File: src/rtl/chunked_serial_adder.sv
// Multi-cycle adder/subtractor. It processes CHUNK bits per clock, starting with the LSB chunk,
// and keeps the carry between chunks in a register. Control is a start/busy/done handshake.
module chunked_serial_adder #(
    parameter int WIDTH = 16,
    parameter int CHUNK = 4
) (
    input  logic             clk,
    input  logic             rst,
    input  logic             start,
    input  logic [WIDTH-1:0] a,
    input  logic [WIDTH-1:0] b,
    input  logic             c_in,
    input  logic             sub,
    output logic             busy,
    output logic             done,
    output logic [WIDTH-1:0] sum,
    output logic             c_out,
    output logic             ovf
);

    localparam int N  = WIDTH / CHUNK;
    localparam int CW = (N > 1) ? $clog2(N) : 1;

    typedef enum logic {
        IDLE = 1'b0,
        RUN  = 1'b1
    } state_t;

    state_t           state_q;
    logic [CW-1:0]    cnt_q;
    logic [WIDTH-1:0] opa_q;
    logic [WIDTH-1:0] opb_q;
    logic             carry_q;
    logic [WIDTH-1:0] res_q;
    logic [WIDTH-1:0] res_d;
    logic [WIDTH-1:0] sum_q;
    logic             c_out_q;
    logic             ovf_q;
    logic             busy_q;
    logic             done_q;

    logic [CHUNK-1:0] chunk_a;
    logic [CHUNK-1:0] chunk_b;
    logic [CHUNK:0]   chunk_sum;
    logic             msb_cin;
    logic             last_chunk;
    int unsigned      idx;

    // Chunk adder for the current counter position, plus the merged internal result
    always_comb begin
        idx        = 32'(cnt_q) * CHUNK;
        chunk_a    = CHUNK'(opa_q >> idx);
        chunk_b    = CHUNK'(opb_q >> idx);
        chunk_sum  = {1'b0, chunk_a} + {1'b0, chunk_b} + {{CHUNK{1'b0}}, carry_q};
        // carry into the chunk's top bit; on the last chunk this is the carry into bit WIDTH-1
        msb_cin    = chunk_a[CHUNK-1] ^ chunk_b[CHUNK-1] ^ chunk_sum[CHUNK-1];
        last_chunk = (cnt_q == CW'(N - 1));
        res_d      = res_q;
        res_d[idx +: CHUNK] = chunk_sum[CHUNK-1:0];
    end

    // Handshake FSM, operand/carry capture, chunk accumulation and registered outputs
    always_ff @(posedge clk or posedge rst) begin
        if (rst) begin
            state_q <= IDLE;
            cnt_q   <= '0;
            opa_q   <= '0;
            opb_q   <= '0;
            carry_q <= 1'b0;
            res_q   <= '0;
            sum_q   <= '0;
            c_out_q <= 1'b0;
            ovf_q   <= 1'b0;
            busy_q  <= 1'b0;
            done_q  <= 1'b0;
        end else begin
            done_q <= 1'b0;
            case (state_q)
                IDLE: begin
                    if (start) begin
                        // subtraction is computed as a + ~b + ~c_in
                        opa_q   <= a;
                        opb_q   <= b ^ {WIDTH{sub}};
                        carry_q <= c_in ^ sub;
                        cnt_q   <= '0;
                        busy_q  <= 1'b1;
                        state_q <= RUN;
                    end
                end
                RUN: begin
                    res_q   <= res_d;
                    carry_q <= chunk_sum[CHUNK];
                    cnt_q   <= cnt_q + 1'b1;
                    if (last_chunk) begin
                        sum_q   <= res_d;
                        c_out_q <= chunk_sum[CHUNK];
                        ovf_q   <= msb_cin ^ chunk_sum[CHUNK];
                        done_q  <= 1'b1;
                        busy_q  <= 1'b0;
                        cnt_q   <= '0;
                        state_q <= IDLE;
                    end
                end
                default: state_q <= IDLE;
            endcase
        end
    end

    assign busy  = busy_q;
    assign done  = done_q;
    assign sum   = sum_q;
    assign c_out = c_out_q;
    assign ovf   = ovf_q;

endmodule

File: config.mk
export PLATFORM = sky130hd
export DESIGN_NAME = chunked_serial_adder
export DESIGN_NICKNAME = d
export VERILOG_FILES = /design/src/rtl/chunked_serial_adder.sv
export SDC_FILE = /design/constraint.sdc
export NUM_CORES = 1
export LEC_CHECK = 0
export BUFFER_PORTS_ARGS = -buffer_cell sky130_fd_sc_hd__buf_4
export CAP_MARGIN = 0
export CORE_MARGIN = 3
export CORE_UTILIZATION = 54
export DETAILED_ROUTE_END_ITERATION = 10
export GPL_TIMING_DRIVEN = 0
export MAX_ROUTING_LAYER = met4
export PLACE_DENSITY = 0.77
export SETUP_SLACK_MARGIN = 0.2
export SYNTH_ARGS = -nofsm -noshare
export SYNTH_HDL_FRONTEND = slang
export SYNTH_SLANG_ARGS = --single-unit
File: constraint.sdc
create_clock -name clk -period 5.6 [get_ports clk]
set_clock_uncertainty 0.2 [all_clocks]
set_input_delay 0.28 -clock clk [delete_from_list [all_inputs] [get_ports clk]]
set_output_delay 0.28 -clock clk [all_outputs]
set_load 0.02 [all_outputs]
# Word level (Yosys, flattened, before mapping)
# Index checks and enable logic that the tools add are counted.
word_totals:
  reg_bits: 72
  input_bits: 37
op_classes:
  add_sub_neg: 4
  n_reduce_logical: 3
  eq_ne: 3
  n_shift: 4
  bitwise: 6
  n_mux: 14
ops:
  columns: ["op", "n"]
  rows:
  - ["negator 4 -> 34 bit", 1]
  - ["variable shift 4 x 34 -> 16 bit (first input constant)", 1]
  - ["indexed part select 4 x 34 -> 16 bit", 1]
  - ["right shift 16 x 4 -> 4 bit", 2]
  - ["bitwise mux 16 bit", 1]
  - ["bitwise XOR 16 bit", 1]
  - ["two-way mux 1 bit", 7]
  - ["one-hot mux 1 bit (2 select lines)", 3]
  - ["AND reduction 2 bit", 3]
  - ["adder 4 x 4 -> 5 bit", 1]
  - ["adder 5 x 1 -> 5 bit", 1]
  - ["two-way mux 2 bit", 2]
  - ["one-hot mux 2 bit (2 select lines)", 1]
  - ["bitwise XOR 1 bit", 4]
  - ["adder 2 x 1 -> 2 bit (second input constant)", 1]
  - ["== test 2 bit (second input constant)", 1]
  - ["inequality test 2 x 1 -> 1 bit (second input constant)", 1]
  - ["inequality test 2 bit (second input constant)", 1]
  - ["inverter 1 bit", 1]

# Longest topological paths before layout
depth:
  depth_word: 5
  ltp_mapped: 9
  ltp_nobuf: 8

# Least setup slack after synthesis
# OpenSTA, ideal clock, no wires.
synth_path:
  path_type: "register to register"
  from: "register cnt_q[0]"
  to: "register sum_q[11] (netlist: sum[11])"
  setup_ns: 0.135
  arrival_ns: 2.475
  path_stages_with_launch: 8
  required_ns: 5.265
  setup_slack_ns: 2.791
  path_cell_list: "dfrtp_1 -> buf_4 -> mux4_2 -> fa_1 -> a21o_1 -> a21oi_1 -> xor2_1 -> o31ai_1"
synth_via:
  elab_chain_cells: 5
  elab_cells_between_ends: 10
synth_lines:
  columns: ["item", "line", "rtl"]
  rows:
  - ["start, declared", "30", "logic [CW-1:0] cnt_q;"]
  - ["start signal, assigned", "93", "cnt_q <= cnt_q + 1'b1;"]
  - ["right shift 16 x 4 -> 4 bit (on tied branches)", "52, 53", null]
  - ["adder 4 x 4 -> 5 bit", "54", "chunk_sum = {1'b0, chunk_a} + {1'b0, chunk_b} + {{CHUNK{1'b0}}, carry_q};"]
  - ["adder 5 x 1 -> 5 bit", "54", null]
  - ["indexed part select 4 x 34 -> 16 bit", "59", "res_d[idx +: CHUNK] = chunk_sum[CHUNK-1:0];"]
  - ["bitwise mux 16 bit", "59", null]
  - ["end signal, assigned", "95", "sum_q <= res_d;"]
  - ["end, declared", "36", "logic [WIDTH-1:0] sum_q;"]
# Parallel ways exist; a longest one is shown, timed or not.
# A chain may end at the register's enable or synchronous reset.

# Worst setup path after layout
# Ends and elaborated chain as after synthesis.

==> metrics.cfg <==
[power]
p_comb_share_pct=52.5
switching_share_pct=42.7
pwr_density_cell_nw_per_um2=635
intPower_mw=1.57
switching_power_mw=1.17
seq_power_share_pct=31.2
clock_power_share_pct=16.3
finalPower_mw=2.74
ir_worst_vdd_mv=0.388
power_leakage_nw=1.99

[clock_network]
clockBufferDepth=2
clkLatencyLatePin_ps=350
htreeDepth=3
clkTransAtPathRegs_ps=80
cts_tree=done
cts_buffers=9
clkSinkCount=72
root_buffer=clkbuf_8
cts_resized=0

[yosys]
synth_cell_types=35
synthesis.nets=349
avgSynthCellArea_sq_um=11.3
syn_area_sq_um=3410
netlist_instances=301
ys_ff_latch=72
synth-seq-area-share_pct=52.8
yosysWarnings=0

[finish]
layout_commonest_cell=dfrtp_1
drive_gt1_share_pct=26.9
multi_input_area_sq_um=1500
fillers=442
seq_area_sq_um=1800
syn2layout_area_growth_pct=26.6
antenna_cells=0
nets=433
final_cell_mix=dfrtp_1, buf_4, nand2_1, o21ai_0, xnor2_1

[worst_setup_path]
path_class=reg2reg
crit_path_start_kind=flop
max_stage_delay_ps=570
cp-end-kind=flop
worstRegToRegCells=7
crit_required_ps=5610
crit_chain=buf_4 -> mux4_2 -> fa_1 -> a21o_1 -> a21oi_1 -> xor2_1 -> o31ai_1
cpMaxStageDelayCell=mux4_2
reg2reg_setup_slack_ps=2220
crit_fanout=10
r2r_end=sum[11]$_DFFE_PP0P_
timing.rr.start=cnt_q[0]$_DFFE_PP0P_
arrival_ps=3390

[min_path]
worstHoldEndpoint=opb_q[2]$_DFFE_PP0P_
hold_depth=3
hold_path_class=in2reg
hold_start=b[2]

[detailed_routing]
wl_per_cell_microns=16.7
initialDrtViolationCount=137
via_per_inst=5.52
dr_total_vias=2567
ant_nets=0
drc_errors=0
firstDrtPassIters=4
routed_wl_mm=7.79

[die]
fp.dieArea_sq_um=7310
start_util_pct=56.6
core_sq_um=6030
rows=28
die_y_microns=85.5
die_w_microns=85.5
pin_count=57

[global_route]
grt_pass1_vias=2662
grt_pass1_wl_mm=13.0
antenna_found_initial=0
track_usage_pct=24.0
overflow=0
grt_max_degree=73

[sta]
period_minus_slack_ps=3380
finalCritPeriodShare_pct=60.4
finalMaxSlewViolations=0
rsz0062_at_grt=false
hold_viol=0
setup_tns_ps=0
max_slew_margin_pct=42.7
max_freq_mhz=296
setup_viol=0
tightest_slew_ps=859

[run]
drv_cap=0

[placed_design]
dp_hpwl_mm=5.23
place_congestion=0.895
io_buffers=55

[status]
status=complete, no violations

per-layer routing:
| metal | wire (microns) | vias up | global-route usage, % |
|---|---|---|---|
| li1 | - | 1220 | - |
| met3 | 409 | 22 | 6.34 |
| met4 | 243 | 0 | 10.8 |
| met1 | 3290 | 1243 | 28.2 |
| met5 | 0 | - | - |
| met2 | 3850 | 82 | 38.8 |
cell type report:
cell class / count / area share [%]
clock inverters: 2 / 0.811
clock buffers: 14 / 4.23
flip-flops and latches: 72 / 41.7
inverters: 13 / 1.19
plain buffers: 14 / 1.45
well taps: 75 / 2.17
repair buffers: 73 / 13.7
multi-input cells: 202 / 34.7
what timing repair did:
item | CTS | global route
hold endpoints to repair | 90 | 0
hold buffers | 18 | 0
buffers inserted | 0 | 0
flip-flops by register name, summed over array words and instances, names as in the netlist:
| signal | flops |
|---|---|
| sum | 16 |
| carry_q | 1 |
| busy | 1 |
| opa_q | 16 |
| state_q | 1 |
| ovf | 1 |
| c_out | 1 |
| done | 1 |
| res_q | 16 |
| opb_q | 16 |
| cnt_q | 2 |
cells by family after synthesis:
logic type	count (synthesis)	share of synthesized area (%)
simple gates	74	10.1
flops	72	52.8
compound gates	70	12.6
buf+inv	27	3.26
mux	26	11.3
xor+xnor	21	5.39
fa+ha+maj	11	4.47
cell usage after synthesis, drive strengths merged:
library cell  number  share of area, %
dfrtp             72                53
a32o               4               1.2
nor2b              6               1.1
o21ai             36               5.3
a221oi             3              0.77
nand2b             1              0.18
a21oi             12               1.8
nand2             44               4.8
a21o               1              0.22
mux4               8               5.4
xnor2             19               4.9
o31ai              6               1.5
fa                 2               1.2
ha                 9               3.3
o22ai              1              0.18
or3                1              0.18
mux2              18               5.9
nand3              3              0.44
nor4b              1              0.44
or4b               1              0.40
clkinv             1              0.11
buf                6              0.95
inv               12               1.3
nor3b              4              0.88
and3               3              0.55
a2bb2oi            3              0.77
nor2              10               1.1
clkbuf             8              0.88
a22o               4               1.0
xor2               2              0.51
metrics by stage:
step | hold WS [ps] | std cells | worst slack, ps | util (%) | instance area (sq um)
finish | 12.9 | 465 | 2220 | 71.7 | 4320
global route | 10.1 | 465 | 2050 | 71.7 | 4320
CTS | 3.01 | 465 | 2250 | 71.7 | 4320
detailed placement | 262 | 431 | 2270 | 65.1 | 3920
global placement | 253 | 431 | 2300 | 65.1 | 3920
floorplan | 166 | 301 | 2790 | - | 3410
power groups by stage:
stage / combinational, mW / sequential [mW] / clock, mW
5_1_grt: 1.59 / 0.881 / 0.473
4_1_cts: 1.43 / 0.855 / 0.448
6_report: 1.44 / 0.856 / 0.446
2_1_floorplan: 0.925 / 0.893 / 0
3_5_place_dp: 1.41 / 0.865 / 0
3_3_place_gp: 1.38 / 0.851 / 0
how the worst max path moves through the flow:
stage	start	endpoint	slack (ps)	cells past startpoint
floorplan	cnt_q[0]$_DFFE_PP0P_	sum[11]$_DFFE_PP0P_	2790	7
global placement	cnt_q[0]$_DFFE_PP0P_	sum[7]$_DFFE_PP0P_	2300	7
detailed placement	cnt_q[0]$_DFFE_PP0P_	sum[11]$_DFFE_PP0P_	2270	7
CTS	cnt_q[0]$_DFFE_PP0P_	res_q[13]$_DFFE_PP0P_	2250	7
global route	cnt_q[0]$_DFFE_PP0P_	sum[7]$_DFFE_PP0P_	2050	7
finish	cnt_q[0]$_DFFE_PP0P_	sum[11]$_DFFE_PP0P_	2220	7
worst max-delay path, delay by kind of cell (launching register included):
kind | cells | cell delay, ps
xor+xnor | 1 | 530
flops | 1 | 530
compound gates | 3 | 700
mux | 1 | 570
fa+ha+maj | 1 | 430
buf+inv | 1 | 290
Note: power is estimated with default switching activity, not from simulation.
